**src/rtl/state_control_multi.sv**
```systemverilog
// Top-level search sequencer for one FM-index iteration:
// GET_PARAM -> GET_DATA_1 -> [GET_OCC x OCC_BEATS] -> EX -> WRITE_BACK x WB_CYCLES.
// It adds wait timeouts that lead to ERROR, abort, an iteration counter and
// state-entry pulses.
module state_control_multi #(
  parameter int OCC_BEATS = 2,
  parameter int WB_CYCLES = 1,
  parameter int TIMEOUT   = 255,
  parameter int ITER_W    = 16,
  localparam int OB_W     = (OCC_BEATS > 1) ? $clog2(OCC_BEATS) : 1
) (
  input  logic              clk,
  input  logic              rst_n,
  input  logic              is_start,
  input  logic              is_finish,
  input  logic              is_find,
  input  logic              is_get_data_in_Occ,
  input  logic              ex_done,
  input  logic              abort,
  output logic [3:0]        state,
  output logic              state_enter,
  output logic [OB_W-1:0]   occ_beat,
  output logic [ITER_W-1:0] iter_count,
  output logic              busy,
  output logic [3:0]        err_state
);

  typedef enum logic [3:0] {
    S_IDLE       = 4'd0,
    S_GET_PARAM  = 4'd1,
    S_GET_DATA_1 = 4'd2,
    S_GET_OCC    = 4'd3,
    S_EX         = 4'd5,
    S_WRITE_BACK = 4'd6,
    S_DONE       = 4'd7,
    S_ERROR      = 4'd8
  } state_t;

  // One shared in-state cycle counter covers the wait, Occ-beat and
  // write-back counts. Only one of them is live in any state, and it is
  // cleared whenever the state changes.
  localparam int CNT_MAX_A = (TIMEOUT > OCC_BEATS) ? TIMEOUT : OCC_BEATS;
  localparam int CNT_MAX   = (CNT_MAX_A > WB_CYCLES) ? CNT_MAX_A : WB_CYCLES;
  localparam int CNT_W     = $clog2(CNT_MAX + 1);
  localparam logic [CNT_W-1:0] TMO_LAST = CNT_W'(TIMEOUT - 1);
  localparam logic [CNT_W-1:0] OCC_LAST = CNT_W'(OCC_BEATS - 1);
  localparam logic [CNT_W-1:0] WB_LAST  = CNT_W'(WB_CYCLES - 1);

  state_t            state_reg, state_next;
  logic [CNT_W-1:0]  cnt_reg, cnt_next;
  logic [ITER_W-1:0] iter_reg, iter_next;
  logic [3:0]        err_reg, err_next;
  logic              enter_reg;
  logic              timeout_hit;

  // Next-state, counter and bookkeeping logic in priority order: abort, then
  // finish, then the normal flow.
  always_comb begin
    state_next  = state_reg;
    iter_next   = iter_reg;
    err_next    = err_reg;
    timeout_hit = (TIMEOUT != 0) && (cnt_reg == TMO_LAST);
    if (abort) begin
      state_next = S_IDLE;
      iter_next  = '0;
      err_next   = '0;
    end else if (is_finish && state_reg != S_IDLE && state_reg != S_ERROR) begin
      state_next = S_DONE;
    end else begin
      case (state_reg)
        S_IDLE: begin
          if (is_start) begin
            state_next = S_GET_PARAM;
            iter_next  = '0;
          end
        end
        S_GET_PARAM: begin
          if (is_find) begin
            state_next = S_GET_DATA_1;
          end else if (timeout_hit) begin
            state_next = S_ERROR;
            err_next   = S_GET_PARAM;
          end
        end
        S_GET_DATA_1: state_next = is_get_data_in_Occ ? S_GET_OCC : S_EX;
        S_GET_OCC: begin
          if (cnt_reg == OCC_LAST) state_next = S_EX;
        end
        S_EX: begin
          if (ex_done) begin
            state_next = S_WRITE_BACK;
          end else if (timeout_hit) begin
            state_next = S_ERROR;
            err_next   = S_EX;
          end
        end
        S_WRITE_BACK: begin
          if (cnt_reg == WB_LAST) begin
            state_next = S_GET_PARAM;
            if (iter_reg != {ITER_W{1'b1}}) iter_next = iter_reg + ITER_W'(1);
          end
        end
        S_DONE:  state_next = S_DONE;
        S_ERROR: state_next = S_ERROR;
        default: state_next = S_IDLE;
      endcase
    end
    cnt_next = (state_next == state_reg) ? cnt_reg + CNT_W'(1) : '0;
  end

  // State, counters and the entry pulse, with synchronous active-low reset.
  always_ff @(posedge clk) begin
    if (!rst_n) begin
      state_reg <= S_IDLE;
      cnt_reg   <= '0;
      iter_reg  <= '0;
      err_reg   <= '0;
      enter_reg <= 1'b1;
    end else begin
      state_reg <= state_next;
      cnt_reg   <= cnt_next;
      iter_reg  <= iter_next;
      err_reg   <= err_next;
      enter_reg <= (state_next != state_reg);
    end
  end

  assign state       = state_reg;
  assign state_enter = enter_reg;
  assign occ_beat    = (state_reg == S_GET_OCC) ? cnt_reg[OB_W-1:0] : '0;
  assign iter_count  = iter_reg;
  assign err_state   = err_reg;
  assign busy        = (state_reg != S_IDLE) && (state_reg != S_DONE) && (state_reg != S_ERROR);

endmodule

```
**config.mk**
```make
export PLATFORM = sky130hd
export DESIGN_NAME = state_control_multi
export DESIGN_NICKNAME = d
export VERILOG_FILES = /design/src/rtl/state_control_multi.sv
export SDC_FILE = /design/constraint.sdc
export NUM_CORES = 1
export LEC_CHECK = 0
export CORE_MARGIN = 2
export CORE_UTILIZATION = 53
export CTS_BUF_LIST = sky130_fd_sc_hd__clkbuf_4 sky130_fd_sc_hd__clkbuf_8
export CTS_CLUSTER_DIAMETER = 60
export DETAILED_ROUTE_END_ITERATION = 8
export PLACE_DENSITY = 0.79
export SETUP_SLACK_MARGIN = 0.15
export SYNTH_ARGS = -nofsm -noshare
export SYNTH_HDL_FRONTEND = slang
export SYNTH_SLANG_ARGS = --single-unit
export TNS_END_PERCENT = 50
```
**constraint.sdc**
```tcl
create_clock -name clk -period 2.5 [get_ports clk]
set_input_delay 0.5 -clock clk [delete_from_list [all_inputs] [get_ports clk]]
set_output_delay 0.5 -clock clk [all_outputs]
set_load 0.1 [all_outputs]
```
==> key figures, run 1 <==
STA
  – Setup-failing EPs final: 0
  – Final period util: 92.80%
  – RSZ-0062 raised after global routing: true
  – Worst slew pin tran: 0.5080 ns
  – Slew headroom: 65.88%
  – Final Hold Fails: 0
  – Final worst path period need: 2.320 ns
  – Max Freq: between 0.4 and 0.5 GHz
  – Final Skew: 0.01656 ns
  – Max-slew violation count: 0

Synth
  – Synthesized area: ~0.0018 mm^2
  – Most common library cells after synthesis: dfxtp_1 (31), nor2_1 (29), nand2_1 (14), nand3_1 (14), xor2_1 (14)
  – Main synth FF type: dfxtp_1
  – Mean Syn Cell Area: 8.443 um^2
  – Count leader, synth: dfxtp_1
  – Post-synth EDFFs: 0
  – Synth Register Bits: 31
  – Synth warnings: 0
  – Synth cell types: 51
  – Ys async rst share: 0%
  – Yosys top cell area share: 34.35%
  – Cell count after synthesis: 214
  – Sequential fraction of the synthesis area: 34.35%
  – Largest area contributor in the netlist: dfxtp_1
  – Synth area leaders: dfxtp_1 (34%), xor2_1 (6.8%), nor2_1 (6.0%)

Pwr
  – Leak: roughly 0.9 nW
  – Design Power: 1.097 mW
  – PwrDens: ~470 mW/mm^2
  – VDD IR-drop max: 0.3082 mV

Die
  – Die footprint: 0.003892 mm^2
  – Rows: 21
  – Die width: 62.39 um
  – Die H: around 62 um
  – Core ar.: 0.003311 mm^2
  – Initial Util: 54.57%
  – I/O pin count: 35

Cells and area
  – Sequential cell area: 641.9 um^2
  – Layout fillers: 268
  – # nets final: 273
  – ANT cells: 0
  – Layout cells sized above 1: between 30% and 40%
  – Multi-input logic area: 0.001170 mm^2
  – Largest register FFs: 16
  – Final Util: between 70 and 80%
  – Syn-to-layout area delta: 29.36%

Setup path
  – Worst R2R Start: cnt_reg[5]
  – Crit Reg-Reg Endpoint: cnt_reg[5]
  – Cell depth of the worst flop-to-flop path: 7
  – Worst-path cell chain: nor4_4, nand4b_1, a21o_1, a2111oi_4, mux2_4, buf_4, nor4_1
  – Worst setup SP type: register
  – WS Path Type: reg -> reg
  – CP max-delay cell: nor4_4
  – Crit-path max FO: 4
  – Crit path required time: 2.74 ns
  – CP max stage delay: roughly 0.42 ns
  – Worst R2R Setup Slack: 0.18 ns
  – Crit. End Element: register
  – CP top delay family: simple AND/OR/NAND/NOR gates
  – WP buf/inv: 1
  – CP arrival: 2.56 ns

CTS
  – Sink Count: 31
  – Clk_lat worst skew: 0.33 ns
  – H-Tree Depth: 2
  – Cts hold-fix bufs: 0
  – Clock root buffer: clkbuf_4
  – CTS clock-pin slew for the worst setup and hold paths: 0.10 ns
  – TritonCTS buffer count: 5
  – Max Root-Sink Buffers: 2
  – TritonCTS clock tree: yes

Place
  – PortBufs: 32
  – GP Congestion: 0.8259
  – Hpwl dp: about 3000 um

Min path
  – Hold Crit Start: err_state[0]
  – Worst hold endpoint: err_state[0]
  – HP Class: reg -> reg
  – Cells on Worst Hold Path: 2

Global routing
  – GRT Overall Usage: 22.41%
  – Vias in the first global route: 1611
  – Initial antenna violation count: 0
  – Total global routing overflow: 0
  – Largest net degree at the start of global routing: 17
  – First-pass GRT wire length: 7120 um

Detailed routing
  – DRT Wirelength: ~4200 um
  – Vias/cell: 5.534
  – DRC: 0
  – Drt first-iter violations: 98
  – Antenna Violating Nets Remaining: 0
  – Total vias in the final route: about 1700
  – Wire per inst: 13.67 um
  – Pre-Repair DR Iteration Count: 5

Job
  – Max-Cap Viols: 0

Outcome
  – Outcome: finished clean
## final cells by class
type                    instances  share of cell area (%)
clock buffers                   7                   2.784
clock inverters                 1                  0.2677
inverters                       7                   1.124
multi-input cells             168                   50.05
flip-flops and latches         31                   27.46
well taps                      46                   2.463
repair buffers                 47                   15.85
## where the power goes
part	switching [mW]	internal (mW)
sequential	0.0162	0.501
clock	0.179	0.165
combinational	0.150	0.0857
## worst max-delay path by stage
stage                     depth (start not counted)  startpoint           to
after floorplan                                   6    state[1]  state_enter
after global placement                            7     ex_done   cnt_reg[4]
after detailed placement                          7     ex_done   cnt_reg[2]
after CTS                                         7  cnt_reg[4]   cnt_reg[2]
after global routing                              7  cnt_reg[5]   cnt_reg[6]
final                                             7  cnt_reg[5]   cnt_reg[5]
## metal layers
| layer | global-route usage [%] | part of all wire (%) |
|---|---|---|
| met1 | 29.27 | 46 |
| met2 | 37.09 | 49 |
| met3 | 4.685 | 4.6 |
| met4 | 7.500 | 0.86 |
| met5 | 0 | 0 |
## worst min-delay path, stage by stage, from the launching register on
cell	delay, ns
dfxtp_1	0.35
nor2_1	0.05
nor2_1	0.06
## per-stage QoR
| step | cells | TNS (ns) | worst slack [ns] | hold slack (ns) | area (um^2) |
|---|---|---|---|---|---|
| after global routing | 307 | 0 | 0.07055 | 0.5376 | 2337 |
| after CTS | 306 | 0 | 0.1826 | 0.4874 | 2286 |
| after global placement | 298 | -0.7287 | -0.08469 | 0.4517 | 2198 |
| after floorplan | 215 | 0 | 0.1547 | 0.4898 | 1838 |
| after detailed placement | 298 | -0.9436 | -0.1153 | 0.4643 | 2198 |
| final | 307 | 0 | 0.1800 | 0.4858 | 2337 |
## layout by cell type (no fill, tap or decap), drive strengths merged, types with 2 or more instances in the layout
master,instances
and4bb,2
nand3,14
nor2b,2
and3,4
nor3,4
nor3b,2
and2,4
xnor2,4
or3,5
clkdlybuf4s50,7
nand4b,2
nor4,8
clkbuf,7
mux2,3
buf,40
dfxtp,31
nand2,14
nand2b,3
nand3b,2
or2,2
a21o,2
and4,4
conb,2
nand4,10
a21oi,9
o21ai,5
nor2,29
inv,8
xor2,14
ha,5
## kinds of logic after synthesis
| logic type | Yosys count | share of synthesized area, % |
|---|---|---|
| AND/OR/NAND/NOR | 116 | 36.98 |
| flip-flops | 31 | 34.35 |
| AO/OA/AOI/OAI | 23 | 9.072 |
| XOR/XNOR | 18 | 8.726 |
| buffers and inverters | 16 | 4.778 |
| adder cells (fa/ha/maj) | 5 | 3.463 |
| multiplexers | 4 | 2.424 |
| other | 1 | 0.2076 |
## repair_timing
action,in CTS,in global routing
pin swaps,1,3
setup endpoints to repair,5,9
setup buffers,0,1
gates resized for setup,2,10
(Power assumes the default switching activity.)
==> run 2: changes to the inputs <==
--- a/config.mk
+++ b/config.mk
@@ -10,6 +10,7 @@
 export CTS_BUF_LIST = sky130_fd_sc_hd__clkbuf_4 sky130_fd_sc_hd__clkbuf_8
 export CTS_CLUSTER_DIAMETER = 60
 export DETAILED_ROUTE_END_ITERATION = 8
+export HOLD_SLACK_MARGIN = 0.12
 export PLACE_DENSITY = 0.79
 export SETUP_SLACK_MARGIN = 0.15
 export SYNTH_ARGS = -nofsm -noshare
==> results of run 2 <==
The final DEF is identical to that of run 1; final timing and power are the same.
